===== src/rtl/dma_request_arbiter_if.sv =====
// Request/grant bundle between two DMA requesters, the arbiter and the DMA word controller.
// The arbiter connects through the master modport; the requester/controller side through slave.
interface dma_request_arbiter_if #(
    parameter int SIZE_BIT = 5
);
    logic [1:0]        i_Req;
    logic [1:0]        i_Control0;
    logic [1:0]        i_Control1;
    logic [31:0]       i_Pointer0;
    logic [31:0]       i_Pointer1;
    logic [SIZE_BIT:0] i_Count0;
    logic [SIZE_BIT:0] i_Count1;
    logic              i_Acknowlege;
    logic [2:0]        i_SM_Main;

    logic              o_Bus_Grant;
    logic [1:0]        o_Control;
    logic [31:0]       o_bram_pointer;
    logic [SIZE_BIT:0] o_Data_Counter;
    logic [1:0]        o_Owner;
    logic [1:0]        o_Done;
    logic [1:0]        o_Error;
    logic              o_Busy;

    // Handshake: a requester holds i_Req high until it sees its o_Done or o_Error bit;
    // o_Bus_Grant is a one-cycle pulse and i_Acknowlege is only honoured while waiting.
    modport master (
        input  i_Req, i_Control0, i_Control1, i_Pointer0, i_Pointer1,
               i_Count0, i_Count1, i_Acknowlege, i_SM_Main,
        output o_Bus_Grant, o_Control, o_bram_pointer, o_Data_Counter,
               o_Owner, o_Done, o_Error, o_Busy
    );

    modport slave (
        output i_Req, i_Control0, i_Control1, i_Pointer0, i_Pointer1,
               i_Count0, i_Count1, i_Acknowlege, i_SM_Main,
        input  o_Bus_Grant, o_Control, o_bram_pointer, o_Data_Counter,
               o_Owner, o_Done, o_Error, o_Busy
    );
endinterface


===== src/rtl/dma_request_arbiter.sv =====
// Two-requester round-robin arbiter in front of a DMA word controller.
// Optional acknowledge watchdog is compiled in with `define DMA_ARB_TIMEOUT_EN.
module dma_request_arbiter #(
    parameter int SIZE_BIT       = 5,
    parameter int TIMEOUT_CYCLES = 1024
) (
    input  logic                  i_Clock,
    input  logic                  i_Reset_n,
    dma_request_arbiter_if.master arb,
    output logic [1:0]            o_Dbg_State
);

    typedef enum logic [1:0] {
        IDLE     = 2'd0,
        GRANT    = 2'd1,
        WAIT_ACK = 2'd2,
        RELEASE  = 2'd3
    } state_t;

    state_t            state_q, state_d;
    logic              last_q, last_d;
    logic [1:0]        owner_q, owner_d;
    logic [1:0]        done_q, done_d;
    logic [1:0]        error_q, error_d;
    logic [1:0]        ctrl_q, ctrl_d;
    logic [31:0]       ptr_q, ptr_d;
    logic [SIZE_BIT:0] cnt_q, cnt_d;

    logic [1:0]        eligible;
    logic              winner;
    logic [1:0]        win_ctrl;
    logic [31:0]       win_ptr;
    logic [SIZE_BIT:0] win_cnt;
    logic              win_zero_burst;
    logic              owner_idx;
    logic              tmo_hit;

    // A requester whose completion is still being pulsed has not yet had a chance to drop
    // i_Req, so it is kept out of arbitration for that cycle.
    assign eligible  = arb.i_Req & ~(done_q | error_q);
    assign winner    = (eligible == 2'b11) ? ~last_q : eligible[1];
    assign win_ctrl  = winner ? arb.i_Control1 : arb.i_Control0;
    assign win_ptr   = winner ? arb.i_Pointer1 : arb.i_Pointer0;
    assign win_cnt   = winner ? arb.i_Count1   : arb.i_Count0;
    assign win_zero_burst = ~win_ctrl[1] && (win_cnt == '0);
    assign owner_idx = owner_q[1];

`ifdef DMA_ARB_TIMEOUT_EN
    localparam int TMO_W = $clog2(TIMEOUT_CYCLES) + 1;

    logic [TMO_W-1:0] tmo_q, tmo_d;

    assign tmo_hit = (tmo_q == TMO_W'(TIMEOUT_CYCLES - 1));

    always_comb begin
        tmo_d = '0;
        if (state_q == WAIT_ACK) begin
            tmo_d = tmo_q + 1'b1;
        end
    end

    always_ff @(posedge i_Clock or negedge i_Reset_n) begin
        if (!i_Reset_n) begin
            tmo_q <= '0;
        end else begin
            tmo_q <= tmo_d;
        end
    end
`else
    assign tmo_hit = 1'b0;
`endif

    always_comb begin
        state_d = state_q;
        last_d  = last_q;
        owner_d = owner_q;
        done_d  = 2'b00;
        error_d = 2'b00;
        ctrl_d  = ctrl_q;
        ptr_d   = ptr_q;
        cnt_d   = cnt_q;
        case (state_q)
            IDLE: begin
                if ((eligible != 2'b00) && (arb.i_SM_Main == 3'd0)) begin
                    if (win_zero_burst) begin
                        // Empty burst: completed with an error, never handed to the controller.
                        done_d[winner]  = 1'b1;
                        error_d[winner] = 1'b1;
                        last_d          = winner;
                    end else begin
                        state_d = GRANT;
                        owner_d = winner ? 2'b10 : 2'b01;
                        ctrl_d  = win_ctrl;
                        ptr_d   = win_ptr;
                        cnt_d   = win_cnt;
                    end
                end
            end
            GRANT: begin
                state_d = WAIT_ACK;
            end
            WAIT_ACK: begin
                if (arb.i_Acknowlege) begin
                    done_d  = owner_q;
                    last_d  = owner_idx;
                    state_d = RELEASE;
                end else if (tmo_hit) begin
                    error_d = owner_q;
                    last_d  = owner_idx;
                    state_d = RELEASE;
                end
            end
            RELEASE: begin
                owner_d = 2'b00;
                state_d = IDLE;
            end
            default: begin
                state_d = IDLE;
            end
        endcase
    end

    always_ff @(posedge i_Clock or negedge i_Reset_n) begin
        if (!i_Reset_n) begin
            state_q <= IDLE;
            last_q  <= 1'b1;
            owner_q <= 2'b00;
            done_q  <= 2'b00;
            error_q <= 2'b00;
            ctrl_q  <= '0;
            ptr_q   <= '0;
            cnt_q   <= '0;
        end else begin
            state_q <= state_d;
            last_q  <= last_d;
            owner_q <= owner_d;
            done_q  <= done_d;
            error_q <= error_d;
            ctrl_q  <= ctrl_d;
            ptr_q   <= ptr_d;
            cnt_q   <= cnt_d;
        end
    end

    assign arb.o_Bus_Grant    = (state_q == GRANT);
    assign arb.o_Busy         = (state_q != IDLE);
    assign arb.o_Owner        = owner_q;
    assign arb.o_Done         = done_q;
    assign arb.o_Error        = error_q;
    assign arb.o_Control      = ctrl_q;
    assign arb.o_bram_pointer = ptr_q;
    assign arb.o_Data_Counter = cnt_q;
    assign o_Dbg_State        = state_q;

    a_tmo_param: assert property (@(posedge i_Clock) TIMEOUT_CYCLES > 0);

    a_grant_pulse: assert property (@(posedge i_Clock) disable iff (!i_Reset_n)
        arb.o_Bus_Grant |=> !arb.o_Bus_Grant);

    a_owner_onehot0: assert property (@(posedge i_Clock) disable iff (!i_Reset_n)
        $onehot0(owner_q));

    a_busy_has_owner: assert property (@(posedge i_Clock) disable iff (!i_Reset_n)
        (state_q != IDLE) |-> $onehot(owner_q));

endmodule


===== src/flat_wrapper.sv =====
// flat-port wrapper written by rule: the top's interface ports become plain ports
module dma_request_arbiter_flat 
#(
    parameter int SIZE_BIT       = 5,
    parameter int TIMEOUT_CYCLES = 1024
)
  (i_Clock, i_Reset_n, o_Dbg_State, arb_i_Req, arb_i_Control0, arb_i_Control1, arb_i_Pointer0, arb_i_Pointer1, arb_i_Count0, arb_i_Count1, arb_i_Acknowlege, arb_i_SM_Main, arb_o_Bus_Grant, arb_o_Control, arb_o_bram_pointer, arb_o_Data_Counter, arb_o_Owner, arb_o_Done, arb_o_Error, arb_o_Busy);
  dma_request_arbiter_if #(.SIZE_BIT(SIZE_BIT)) arb_i ();
  input  logic i_Clock;
  input  logic i_Reset_n;
  output logic [1:0] o_Dbg_State;
  input wire logic [$bits(arb_i.i_Req)-1:0] arb_i_Req;
  input wire logic [$bits(arb_i.i_Control0)-1:0] arb_i_Control0;
  input wire logic [$bits(arb_i.i_Control1)-1:0] arb_i_Control1;
  input wire logic [$bits(arb_i.i_Pointer0)-1:0] arb_i_Pointer0;
  input wire logic [$bits(arb_i.i_Pointer1)-1:0] arb_i_Pointer1;
  input wire logic [$bits(arb_i.i_Count0)-1:0] arb_i_Count0;
  input wire logic [$bits(arb_i.i_Count1)-1:0] arb_i_Count1;
  input wire logic [$bits(arb_i.i_Acknowlege)-1:0] arb_i_Acknowlege;
  input wire logic [$bits(arb_i.i_SM_Main)-1:0] arb_i_SM_Main;
  output wire logic [$bits(arb_i.o_Bus_Grant)-1:0] arb_o_Bus_Grant;
  output wire logic [$bits(arb_i.o_Control)-1:0] arb_o_Control;
  output wire logic [$bits(arb_i.o_bram_pointer)-1:0] arb_o_bram_pointer;
  output wire logic [$bits(arb_i.o_Data_Counter)-1:0] arb_o_Data_Counter;
  output wire logic [$bits(arb_i.o_Owner)-1:0] arb_o_Owner;
  output wire logic [$bits(arb_i.o_Done)-1:0] arb_o_Done;
  output wire logic [$bits(arb_i.o_Error)-1:0] arb_o_Error;
  output wire logic [$bits(arb_i.o_Busy)-1:0] arb_o_Busy;
  assign arb_i.i_Req = arb_i_Req;
  assign arb_i.i_Control0 = arb_i_Control0;
  assign arb_i.i_Control1 = arb_i_Control1;
  assign arb_i.i_Pointer0 = arb_i_Pointer0;
  assign arb_i.i_Pointer1 = arb_i_Pointer1;
  assign arb_i.i_Count0 = arb_i_Count0;
  assign arb_i.i_Count1 = arb_i_Count1;
  assign arb_i.i_Acknowlege = arb_i_Acknowlege;
  assign arb_i.i_SM_Main = arb_i_SM_Main;
  assign arb_o_Bus_Grant = arb_i.o_Bus_Grant;
  assign arb_o_Control = arb_i.o_Control;
  assign arb_o_bram_pointer = arb_i.o_bram_pointer;
  assign arb_o_Data_Counter = arb_i.o_Data_Counter;
  assign arb_o_Owner = arb_i.o_Owner;
  assign arb_o_Done = arb_i.o_Done;
  assign arb_o_Error = arb_i.o_Error;
  assign arb_o_Busy = arb_i.o_Busy;
  dma_request_arbiter #(.SIZE_BIT(SIZE_BIT), .TIMEOUT_CYCLES(TIMEOUT_CYCLES)) u_core (.i_Clock(i_Clock), .i_Reset_n(i_Reset_n), .arb(arb_i), .o_Dbg_State(o_Dbg_State));
endmodule

===== config.mk =====
export PLATFORM = sky130hd
export DESIGN_NAME = dma_request_arbiter_flat
export DESIGN_NICKNAME = d
export VERILOG_FILES = /design/src/rtl/dma_request_arbiter_if.sv /design/src/rtl/dma_request_arbiter.sv /design/src/flat_wrapper.sv
export SDC_FILE = /design/constraint.sdc
export NUM_CORES = 1
export LEC_CHECK = 0
export ABC_CLOCK_PERIOD_IN_PS = 2600
export BUFFER_PORTS_ARGS = -buffer_cell sky130_fd_sc_hd__buf_2
export CAP_MARGIN = 15
export CELL_PAD_IN_SITES_DETAIL_PLACEMENT = 2
export CELL_PAD_IN_SITES_GLOBAL_PLACEMENT = 2
export CORE_UTILIZATION = 26
export DETAILED_ROUTE_END_ITERATION = 6
export PLACE_DENSITY_LB_ADDON = 0.15
export REMOVE_ABC_BUFFERS = 1
export SYNTH_ARGS = -nofsm -noshare
export SYNTH_HDL_FRONTEND = slang
export SYNTH_SLANG_ARGS = --single-unit

===== constraint.sdc =====
create_clock -name i_Clock -period 2.6 [get_ports i_Clock]
set_input_delay 0.52 -clock i_Clock [delete_from_list [all_inputs] [get_ports i_Clock]]
set_output_delay 0.52 -clock i_Clock [all_outputs]
set_load 0.03 [all_outputs]

Yosys cells after proc, flatten, opt, wreduce, memory -nomap -nowiden
Cells that the tools add are included.
- flip-flop bits (word level): 49
- input port bits: 88
- output and inout bits: 50
- word-level logic and storage cells: 61
- magnitude comparators: 2
- eq/ne operators: 8
- multiplexer cells: 23
- bitwise logic cells: 6
- reductions and logical operators: 14
- operators by type and width (cell ; count):
    $mux W32 ; 1
    $mux W2 ; 11
    $reduce_and A3 Y1 ; 3
    $pmux W2 S2 ; 2
    $pmux W2 S4 ; 1
    $reduce_bool A2 Y1 ; 4
    $eq A2 B2 Y1 const B ; 3
    $logic_not A6 Y1 ; 1
    $mux W6 ; 1
    $mux W1 ; 5
    $ne A2 B1 Y1 const B ; 2
    $ne A2 B2 Y1 const B ; 2
    $reduce_and A4 Y1 ; 1
    $logic_and A1 B1 Y1 ; 3
    $logic_not A3 Y1 ; 1
    $not A1 Y1 ; 3
    $and A2 B2 Y2 ; 1
    $eq A2 B1 Y1 const B ; 1
    $logic_not A2 Y1 ; 1
    $lt A1 B2 Y1 const B ; 1
    $not A2 Y2 ; 1
    $or A2 B2 Y2 ; 1
    $pmux W1 S2 ; 1
    $demux W1 S1 ; 1
    $ge A1 B1 Y1 const B ; 1

Longest topological paths before layout
Gate-level depths: netlist of run 1.
- word-level depth: 12
- depth in mapped cells: 7
- gate-level depth less buffers: 6

Least setup slack after synthesis of run 1
OpenSTA, ideal clock, no wires.
- kind: input-to-reg
- start: input port arb_i_Count0[1]
- end: register u_core.owner_q[0], in the netlist u_core.arb.o_Owner[0]
- library setup time: 0.128 ns
- arrival: 1.805 ns
- data required time: 2.472 ns
- setup slack: 0.667 ns
- stages: 5
- buffers on the path: 0
- cells stage by stage: or4_1 a211o_1 nand3_2 a21oi_1 mux2_1
- cells in the longest elaborated chain, start to end: 5
- RTL lines (element ; line ; source):
    from (decl) ; flat_wrapper.sv:17 ; input wire logic [$bits(arb_i.i_Count0)-1:0] arb_i_Count0;
    $mux W6 ; dma_request_arbiter.sv:44 ; assign win_cnt = winner ? arb.i_Count1 : arb.i_Count0;
    $logic_not A6 Y1 ; dma_request_arbiter.sv:45 ; assign win_zero_burst = ~win_ctrl[1] && (win_cnt == '0);
    $logic_and A1 B1 Y1 ; dma_request_arbiter.sv:45 ;
    $ne A2 B2 Y1 (no line) ; - ;
    $reduce_and A3 Y1 (no line) ; - ;
    to (signal assigned) ; dma_request_arbiter.sv:136 ; owner_q <= owner_d;
    to (decl) ; dma_request_arbiter.sv:22 ; logic [1:0] owner_q, owner_d;
No other way between the ends.
A chain may end at the register's enable or synchronous reset.

Worst setup path in the final report of run 1
- start: register u_core.state_q[0], in the netlist u_core.o_Dbg_State[0]
- end: output port arb_o_Busy
- cells in the longest elaborated chain, start to end: 1
- RTL lines (element ; line ; source):
    from (decl) ; dma_request_arbiter.sv:20 ; state_t state_q, state_d;
    from (signal assigned) ; dma_request_arbiter.sv:134 ; state_q <= state_d;
    $reduce_bool A2 Y1 ; dma_request_arbiter.sv:146 ; assign arb.o_Busy = (state_q != IDLE);
    to (decl) ; flat_wrapper.sv:28 ; output wire logic [$bits(arb_i.o_Busy)-1:0] arb_o_Busy;
No other way between the ends.

==> impl_metrics.toml, run 1 <==
[drt]
routed_wl_um = 7170
drt_first_iter_violations = 74
drtAntennaViolNets = 0
num_vias = 2222
first_pass_iters = 6
drc = 13
detail_route.vias_per_cell = 4.67
wl_per_cell_um = 15.1

[floorplanning]
core_um2 = 8810
start_util_pct = 27.2
die_x_um = 98.0
fp.dieArea_um2 = 9610
die_h_um = 98.0
io_pins = 138
rows = 34

[global_routing]
grt_pass1_vias = 2406
grt_pass1_wl_um = 11900
antenna_found_initial = 0
track_usage_pct = 15.7
grt_start_max_net_pins = 73
gr-total-overflow = 0

[cells_and_area]
fin_area_um2 = 3320
layout_commonest_cell = "buf_2"
layout-drive-gt1-share_pct = 41.8
antenna_cells = 0
area_growth_pct = 38.4
fin_cells = 476
layout_common_cells = "buf_2 (137), dfrtp_1 (48), nand2_1 (45)"
finalNetCount = 460
fill_cells = 1038

[worst_setup_path]
crit_type = "reg2out"
path_buf_inv = 3
worst_setup_path_start_kind = "register"
crit_slowest_cell = "dfrtp_1"
reg2reg_from = "u_core.last_q"
critPathTopFamily = "flip-flops"
crit_arrival_ns = 1.55
crit_start = "u_core.o_Dbg_State[0]"
crit_fanout = 9
crit_top_cell = "inv_1"
path_cells = "inv_1 > ha_1 > inv_1 > buf_2"
required_ns = 2.08
cpPeakStageDelay_ns = 0.44
critPathCaptureType = "output port"

[pwr]
switchingPower_uw = 1810
pwr-share-seq_pct = 34.4
pwr-share-comb_pct = 51.8
p_clk_share_pct = 13.8
p_leak_uw = 0.00187
power.density_nw_per_um2 = 1160
p_int_uw = 2030
irDropWorstVdd_mv = 0.384
power_switching_share_pct = 47.1

[timing]
skew_ns = 0.00784
min_period_over_period_pct = 79.5
tightestPinTransition_ns = 0.619
slew-limit-headroom_pct = 58.7
final_max_slew_viol_count = 0
finalSetupViolCount = 0
fin_crit_ns = 2.07
max_freq_mhz = 484
hold_viol = 0
finalSetupTns_ns = 0
rsz0062_at_grt = "false"

[yosys]
synth-edff-count = 0
synth_flop_cell = "dfrtp_1"
avgSynthCellArea_um2 = 10.3
async_flop_share_pct = 100
synth.distinct_cells = 36
yosys_register_bits = 49
postSynthCellCount = 232
ys_warn_count = 0
syn_area_um2 = 2400
synth-seq-area-share_pct = 51.2

[clocking]
path_clk_slew_ns = 0.09
ctsHoldBuffers = 0
cts.sinks = 49
post_cts_buffers = 0
cts.repair.resized = 0
cts_max_path_buffers = 2
clk-insertion-delay-late_ns = 0.30
h-tree-depth = 2
numCtsBuffers = 5
cts-root-buf = "clkbuf_8"
cts_tree = "yes"

[min_path]
hp-class = "in2async"

[placement]
place_hpwl_um = 5710
port_buffers = 137
dpl.cell_count = 469
dpl-instance-area_um2 = 3210
gp_congestion = 0.728

[outcome]
status = "finished, violations left"
failed_checks = "DRC"

[job]
maxCapViolCount = 0
==> state kept, by name, indices dropped and copies added, names as in the netlist <==
signal and flops:
u_core.arb.o_bram_pointer 32, u_core.arb.o_Control 2, u_core.o_Dbg_State 2, u_core.arb.o_Data_Counter 6
u_core.arb.o_Done 2, u_core.arb.o_Owner 2, u_core.last_q 1, u_core.arb.o_Error 2
==> worst reg2reg max path, cell delays in order, from the launching register on <==
cell and delay, ns:
dfstp_2 0.57, nand4bb_1 0.25, a211o_1 0.43, nand4_4 0.17, buf_12 0.26, o21ai_0 0.21
==> power groups by stage <==
stage / combinational [µW] / clock [µW] / sequential [µW]
2_1_floorplan: 651 / 0 / 2010
3_3_place_gp: 1980 / 0 / 1320
3_5_place_dp: 2040 / 0 / 1340
4_1_cts: 2040 / 555 / 1330
5_1_grt: 2170 / 582 / 1370
6_report: 1990 / 531 / 1320
==> Yosys cell counts, types with 2 or more instances <==
cell,count,area share (%)
a21oi_1,3,0.63
buf_2,4,0.84
buf_4,5,1.6
clkbuf_2,3,0.63
dfrtp_1,48,50
ha_1,4,2.1
inv_1,3,0.47
mux2_1,3,1.4
mux2i_1,40,17
nand2_1,45,7.0
nand3_1,3,0.63
nor2_1,3,0.47
nor3_1,2,0.42
o21ai_0,38,7.9
o21ai_1,7,1.5
==> final cells by class <==
type | count | area, µm² | area share [%]
clock buffers | 5 | 68.8 | 2.07
clock inverters | 2 | 35.0 | 1.06
inverters | 3 | 11.3 | 0.339
multi-input cells | 167 | 1090 | 32.9
flip-flops and latches | 49 | 1230 | 37.0
well taps | 108 | 135 | 4.07
repair buffers | 142 | 748 | 22.6
==> logic make-up after synthesis <==
logic type,Yosys count,synth area share [%]
AOI/OAI and AO/OA,54,12.0
adders and majority gates,4,2.09
and+or+nand+nor,66,13.0
muxes,43,18.1
DFF,49,51.2
buffers and inverters,16,3.65
==> metal layers <==
metal | vias to the layer above | GRT usage (%) | share of wire, %
met2 | 79 | 29.6 | 51
met3 | 7 | 4.37 | 7.7
met5 | - | 0 | 0
met4 | 0 | 3.26 | 0.98
li1 | 1076 | - | -
met1 | 1060 | 17.3 | 40
==> path summary, 6_finish.rpt <==
check                                                end  slack (ns)  depth (start not counted)
min in group i_Clock        u_core.arb.o_bram_pointer[2]        0.48                          3
max reg2reg                u_core.arb.o_bram_pointer[26]        0.57                          5
max                                           arb_o_Busy        0.53                          4
min reg2reg                u_core.arb.o_bram_pointer[27]        0.48                          2
min                        u_core.arb.o_bram_pointer[25]        0.22                          1
max in group asynchronous                  u_core.last_q        1.73                          2
==> per-stage QoR <==
stage / hold slack (ns) / utilization [%] / total power (µW) / worst slack (ns)
3_5_place_dp: 0.467 / 36.5 / 3380 / 0.266
5_1_grt: 0.252 / 37.7 / 4120 / 0.362
2_1_floorplan: 0.224 / - / 2660 / 0.0425
6_report: 0.223 / 37.7 / 3840 / 0.534
3_3_place_gp: 0.456 / 36.5 / 3300 / 0.383
4_1_cts: 0.237 / 37.7 / 3930 / 0.491
(Power assumes the default switching activity.)
==> run 2: changes to the inputs <==
--- a/config.mk
+++ b/config.mk
@@ -5,12 +5,12 @@
 export SDC_FILE = /design/constraint.sdc
 export NUM_CORES = 1
 export LEC_CHECK = 0
-export ABC_CLOCK_PERIOD_IN_PS = 2600
+export ABC_CLOCK_PERIOD_IN_PS = 2000
 export BUFFER_PORTS_ARGS = -buffer_cell sky130_fd_sc_hd__buf_2
 export CAP_MARGIN = 15
 export CELL_PAD_IN_SITES_DETAIL_PLACEMENT = 2
 export CELL_PAD_IN_SITES_GLOBAL_PLACEMENT = 2
-export CORE_UTILIZATION = 26
+export CORE_UTILIZATION = 25
 export DETAILED_ROUTE_END_ITERATION = 6
 export PLACE_DENSITY_LB_ADDON = 0.15
 export REMOVE_ABC_BUFFERS = 1
==> constraint.sdc (replaced) <==
create_clock -name i_Clock -period 2 [get_ports i_Clock]
set_input_delay 0.4 -clock i_Clock [delete_from_list [all_inputs] [get_ports i_Clock]]
set_output_delay 0.4 -clock i_Clock [all_outputs]
set_load 0.03 [all_outputs]
==> run 2 against run 1 <==
- the run now ends clean
- die area is 3.9% higher
- via count up 1.6%
- non-clock buffer count increased by 4
- sequential share of layout area down 1.2 points
- routed wire length up 2.3%
- sequential cell count did not move
- cell count grew 5.5%
- setup slack worse by 0.39 ns
- clock skew shrank 0.0047 ns
- critical path type is now reg2reg
- hold slack got worse by 0.19 ns
- clock-buffer cell count is 2 higher
- highest routed layer unchanged
==> impl_metrics.toml, run 2 (synthesized netlist as in run 1, its figures left out) <==
[outcome]
status = "completed"

[global_routing]
track_usage_pct = 15.3
grt_start_max_net_pins = 37
grt_pass1_wl_um = 12000
gr-total-overflow = 0
grt_pass1_vias = 2495
antenna_found_initial = 0

[pwr]
power_switching_share_pct = 46.5
switchingPower_uw = 2380
p_clk_share_pct = 14.7
irDropWorstVdd_mv = 0.407
p_int_uw = 2730
pwr-share-comb_pct = 51.8
power.density_nw_per_um2 = 1490
power_uw = 5110
pwr-share-seq_pct = 33.5
p_leak_uw = 0.00190

[clocking]
h-tree-depth = 2
cts_max_path_buffers = 2
numCtsBuffers = 5
ctsHoldBuffers = 0
cts-root-buf = "clkbuf_8"
path_clk_slew_ns = 0.09
cts_tree = "yes"
clk-insertion-delay-late_ns = 0.29
cts.sinks = 49

[placement]
gp_congestion = 0.709
port_buffers = 137
place_hpwl_um = 5800

[timing]
hold_viol = 0
rsz0062_at_grt = "false"
tightestPinTransition_ns = 0.447
final_max_slew_viol_count = 0
fin_crit_ns = 1.86
finalSetupViolCount = 0
skew_ns = 0.00317
min_period_over_period_pct = 93.0
slew-limit-headroom_pct = 70.2
max_freq_mhz = 537

[cells_and_area]
layout-drive-gt1-share_pct = 42.9
layout_common_cells = "buf_2 (137), dfrtp_1 (48), nand2_1 (45)"
multi_input_area_um2 = 1100
antenna_cells = 0
finalNetCount = 464
area_growth_pct = 43.1
seqCellArea_um2 = 1230
fill_cells = 1085
fin_util_pct = 37.0
layout_commonest_cell = "buf_2"
largest_reg_flops = 32

[drt]
detail_route.vias_per_cell = 4.50
wl_per_cell_um = 14.6
routed_wl_um = 7330
first_pass_iters = 2
drtAntennaViolNets = 0
drc = 0
drt_first_iter_violations = 23
num_vias = 2257

[job]
maxCapViolCount = 0

[floorplanning]
die_x_um = 99.9
io_pins = 138
rows = 35
fp.dieArea_um2 = 9990
start_util_pct = 25.8
die_h_um = 99.9
core_um2 = 9280

[worst_setup_path]
required_ns = 2.18
crit_type = "reg2reg"
crit_arrival_ns = 2.04
worst_setup_path_start_kind = "register"
crit_fanout = 6
critPathCaptureType = "register"

[min_path]
hp-class = "in2async"
## run 2: path summary, 6_finish.rpt
path	startpoint	endpoint	cells after the start	slack (ns)
worst min register to register	u_core.arb.o_bram_pointer[23]	u_core.arb.o_bram_pointer[23]	2	0.49
max in group asynchronous	i_Reset_n	u_core.last_q	2	1.36
worst max-delay path	u_core.arb.o_Error[1]	u_core.arb.o_Owner[0]	6	0.14
worst min-delay path	i_Reset_n	u_core.arb.o_bram_pointer[3]	1	0.03
min in group i_Clock	arb_i_Pointer1[0]	u_core.arb.o_bram_pointer[0]	3	0.37
worst max register to register	u_core.arb.o_Error[1]	u_core.arb.o_Owner[0]	6	0.14
## run 2: power by group through the flow
| stage | registers (µW) | logic [µW] | clock network, µW |
|---|---|---|---|
| 2_1_floorplan | 2620 | 846 | 0 |
| 3_3_place_gp | 1710 | 2620 | 0 |
| 3_5_place_dp | 1740 | 2690 | 0 |
| 4_1_cts | 1720 | 2700 | 793 |
| 5_1_grt | 1790 | 2860 | 810 |
| 6_report | 1710 | 2640 | 753 |
## run 2: repair_timing
| action | 4_1_cts | 5_1_grt |
|---|---|---|
| resized for setup | 1 | 1 |
| pin swaps | 0 | 1 |
| buffers inserted | 0 | 1 |
| gates cloned | 0 | 0 |
| setup endpoints to repair | 1 | 3 |
## run 2: cell type report
type	instances	share of cell area (%)
clock buffers	7	2.52
clock inverters	1	0.875
inverters	3	0.328
multi-input cells	167	32.0
flip-flops and latches	49	35.8
well taps	129	4.70
repair buffers	146	23.8
## run 2: metal layers
layer	routed length, µm	track usage, %
met1	3050	17.6
met2	3820	28.4
met3	390	2.79
met4	80	4.75
met5	0	0
## run 2: metrics by stage
| step | setup slack [ns] | instance area [µm²] | hold slack [ns] | std cells | TNS [ns] |
|---|---|---|---|---|---|
| final | 0.139 | 3430 | 0.0342 | 502 | 0 |
| after global routing | 0.0413 | 3430 | 0.0375 | 502 | 0 |
| after CTS | 0.0253 | 3420 | 0.0329 | 501 | 0 |
| after detailed placement | -0.0561 | 3300 | 0.378 | 493 | -0.165 |
| after global placement | -0.0316 | 3300 | 0.368 | 493 | -0.0929 |
| after floorplan | -0.558 | 2320 | 0.104 | 219 | -22.26 |
## run 2: worst max-delay path: stages (launching register included)
cell and delay, ns:
dfrtp_1 0.42, nor3b_2 0.18, buf_4 0.17, o21a_1 0.27
nand3_2 0.12, a21oi_1 0.25, mux2_1 0.35
==> run 3: changes to the inputs <==
--- a/config.mk
+++ b/config.mk
@@ -5,12 +5,12 @@
 export SDC_FILE = /design/constraint.sdc
 export NUM_CORES = 1
 export LEC_CHECK = 0
-export ABC_CLOCK_PERIOD_IN_PS = 2000
+export ABC_CLOCK_PERIOD_IN_PS = 2300
 export BUFFER_PORTS_ARGS = -buffer_cell sky130_fd_sc_hd__buf_2
 export CAP_MARGIN = 15
 export CELL_PAD_IN_SITES_DETAIL_PLACEMENT = 2
 export CELL_PAD_IN_SITES_GLOBAL_PLACEMENT = 2
-export CORE_UTILIZATION = 25
+export CORE_UTILIZATION = 26
 export DETAILED_ROUTE_END_ITERATION = 6
 export PLACE_DENSITY_LB_ADDON = 0.15
 export REMOVE_ABC_BUFFERS = 1
==> constraint.sdc (replaced) <==
create_clock -name i_Clock -period 2.3 [get_ports i_Clock]
set_input_delay 0.46 -clock i_Clock [delete_from_list [all_inputs] [get_ports i_Clock]]
set_output_delay 0.46 -clock i_Clock [all_outputs]
set_load 0.03 [all_outputs]
==> run 3 against run 2 <==
- the run now ends with DRC left
- first-iteration DRC count grew 13%
- clock skew grew 0.0075 ns
- cell count shrank 4.6%
- clock-buffer cell count shrank 1
- utilization grew 0.81 points
- setup slack gained 0.20 ns
- sequential share of layout area grew 1.1 points
- power shrank 16%
- critical endpoint is now arb_o_Busy
- largest power group unchanged
==> impl_metrics.toml, run 3 (synthesized netlist as in run 1, its figures left out) <==
[clocking]
cts.repair.resized = 0
numCtsBuffers = 5
cts_tree = "yes"
clk-insertion-delay-late_ns = 0.30
ctsHoldBuffers = 0
cts_max_path_buffers = 2
h-tree-depth = 2
post_cts_buffers = 0
cts.sinks = 49
path_clk_slew_ns = 0.10
cts-root-buf = "clkbuf_8"

[worst_setup_path]
crit_fanout = 9
critPathCaptureType = "output port"
crit_type = "reg2out"
r2r_slack_ns = 0.36
worst_setup_path_start_kind = "register"
crit_arrival_ns = 1.50
required_ns = 1.84
reg2reg_depth = 6
reg2reg_from = "u_core.last_q"
worstReg2RegEnd = "u_core.arb.o_bram_pointer[14]"

[placement]
dpl.cell_count = 472
place_hpwl_um = 5810
port_buffers = 137
gp_congestion = 0.676
dpl-instance-area_um2 = 3240

[pwr]
pwr-share-seq_pct = 34.8
switchingPower_uw = 2050
irDropWorstVdd_mv = 0.449
power.density_nw_per_um2 = 1290
power_switching_share_pct = 47.9
p_int_uw = 2230
pwr-share-comb_pct = 52.7
p_leak_uw = 0.00187
p_clk_share_pct = 12.4

[drt]
num_vias = 2216
detail_route.vias_per_cell = 4.63
first_pass_iters = 7
drtAntennaViolNets = 0
wl_per_cell_um = 15.1
drt_first_iter_violations = 26
drc = 13
routed_wl_um = 7210

[cells_and_area]
fin_util_pct = 37.8
finalNetCount = 463
layout_commonest_cell = "buf_2"
seqCellArea_um2 = 1230
fin_cells = 479
area_growth_pct = 38.7
fin_area_um2 = 3330
multi_input_area_um2 = 1090
largest_reg_flops = 32
fill_cells = 1017
layout-drive-gt1-share_pct = 42.3
antenna_cells = 0
layout_common_cells = "buf_2 (137), dfrtp_1 (48), nand2_1 (45)"

[floorplanning]
core_um2 = 8810
die_x_um = 98.0
start_util_pct = 27.2
rows = 34
fp.dieArea_um2 = 9610
die_h_um = 98.0
io_pins = 138

[timing]
max_freq_mhz = 510
final_max_slew_viol_count = 0
finalSetupViolCount = 0
hold_viol = 0
fin_crit_ns = 1.96
tightestPinTransition_ns = 0.457
rsz0062_at_grt = "false"
slew-limit-headroom_pct = 69.5
skew_ns = 0.0107
min_period_over_period_pct = 85.3
hold-worst-slack_ns = 0.0884

[outcome]
failed_checks = "DRC"
status = "finished, violations left"

[global_routing]
grt_pass1_wl_um = 12100
grt_start_max_net_pins = 43
gr-total-overflow = 0
grt_pass1_vias = 2437
antenna_found_initial = 0
track_usage_pct = 15.9

[job]
maxCapViolCount = 0

[min_path]
hp-class = "in2async"
## run 3: power by group through the flow
stage	Clock (µW)	Combinational, µW	Sequential, µW
after detailed placement	0	2310	1520
after global placement	0	2250	1490
after CTS	561	2310	1500
final	532	2260	1490
after floorplan	0	736	2270
after global routing	591	2460	1550
## run 3: per-layer routing
layer	vias to the layer above	track usage (%)	share of wire, %	routed length, µm
li1	1079	-	-	-
met1	1054	18.2	41	2970
met2	77	29.5	51	3680
met3	6	3.72	6.8	493
met4	0	3.85	0.96	69
met5	-	0	0	0
## run 3: worst max path at each step
stage	startpoint	end	slack (ns)	cells past startpoint
2_1_floorplan	u_core.arb.o_Error[1]	u_core.arb.o_Control[0]	-0.26	5
4_1_cts	u_core.o_Dbg_State[0]	arb_o_Busy	0.30	4
3_5_place_dp	arb_i_Count0[1]	u_core.arb.o_bram_pointer[14]	0.11	7
3_3_place_gp	arb_i_Count0[1]	u_core.arb.o_Owner[0]	0.18	6
6_report	u_core.o_Dbg_State[0]	arb_o_Busy	0.34	4
5_1_grt	u_core.last_q	u_core.arb.o_bram_pointer[14]	0.19	6
## run 3: metrics by stage
step           worst slack (ns)  setup TNS (ns)  total power [µW]
5_1_grt                   0.193               0              4600
4_1_cts                   0.301               0              4370
3_3_place_gp              0.183               0              3740
6_report                  0.339               0              4280
2_1_floorplan            -0.258          -10.19              3010
3_5_place_dp              0.106               0              3830
## run 3: area by class of cell
class	count	area share [%]
Clock buffer	6	2.48
Timing Repair Buffer	145	23.2
Sequential cell	49	36.9
Multi-Input combinational cell	167	32.8
Inverter	3	0.339
Tap cell	108	4.06
Clock inverter	1	0.226
## run 3: critical path, cell delays in order, from the launching register on
cell     delay (ns)
dfrtp_1        0.43
inv_1          0.10
ha_1           0.38
inv_1          0.10
buf_2          0.19
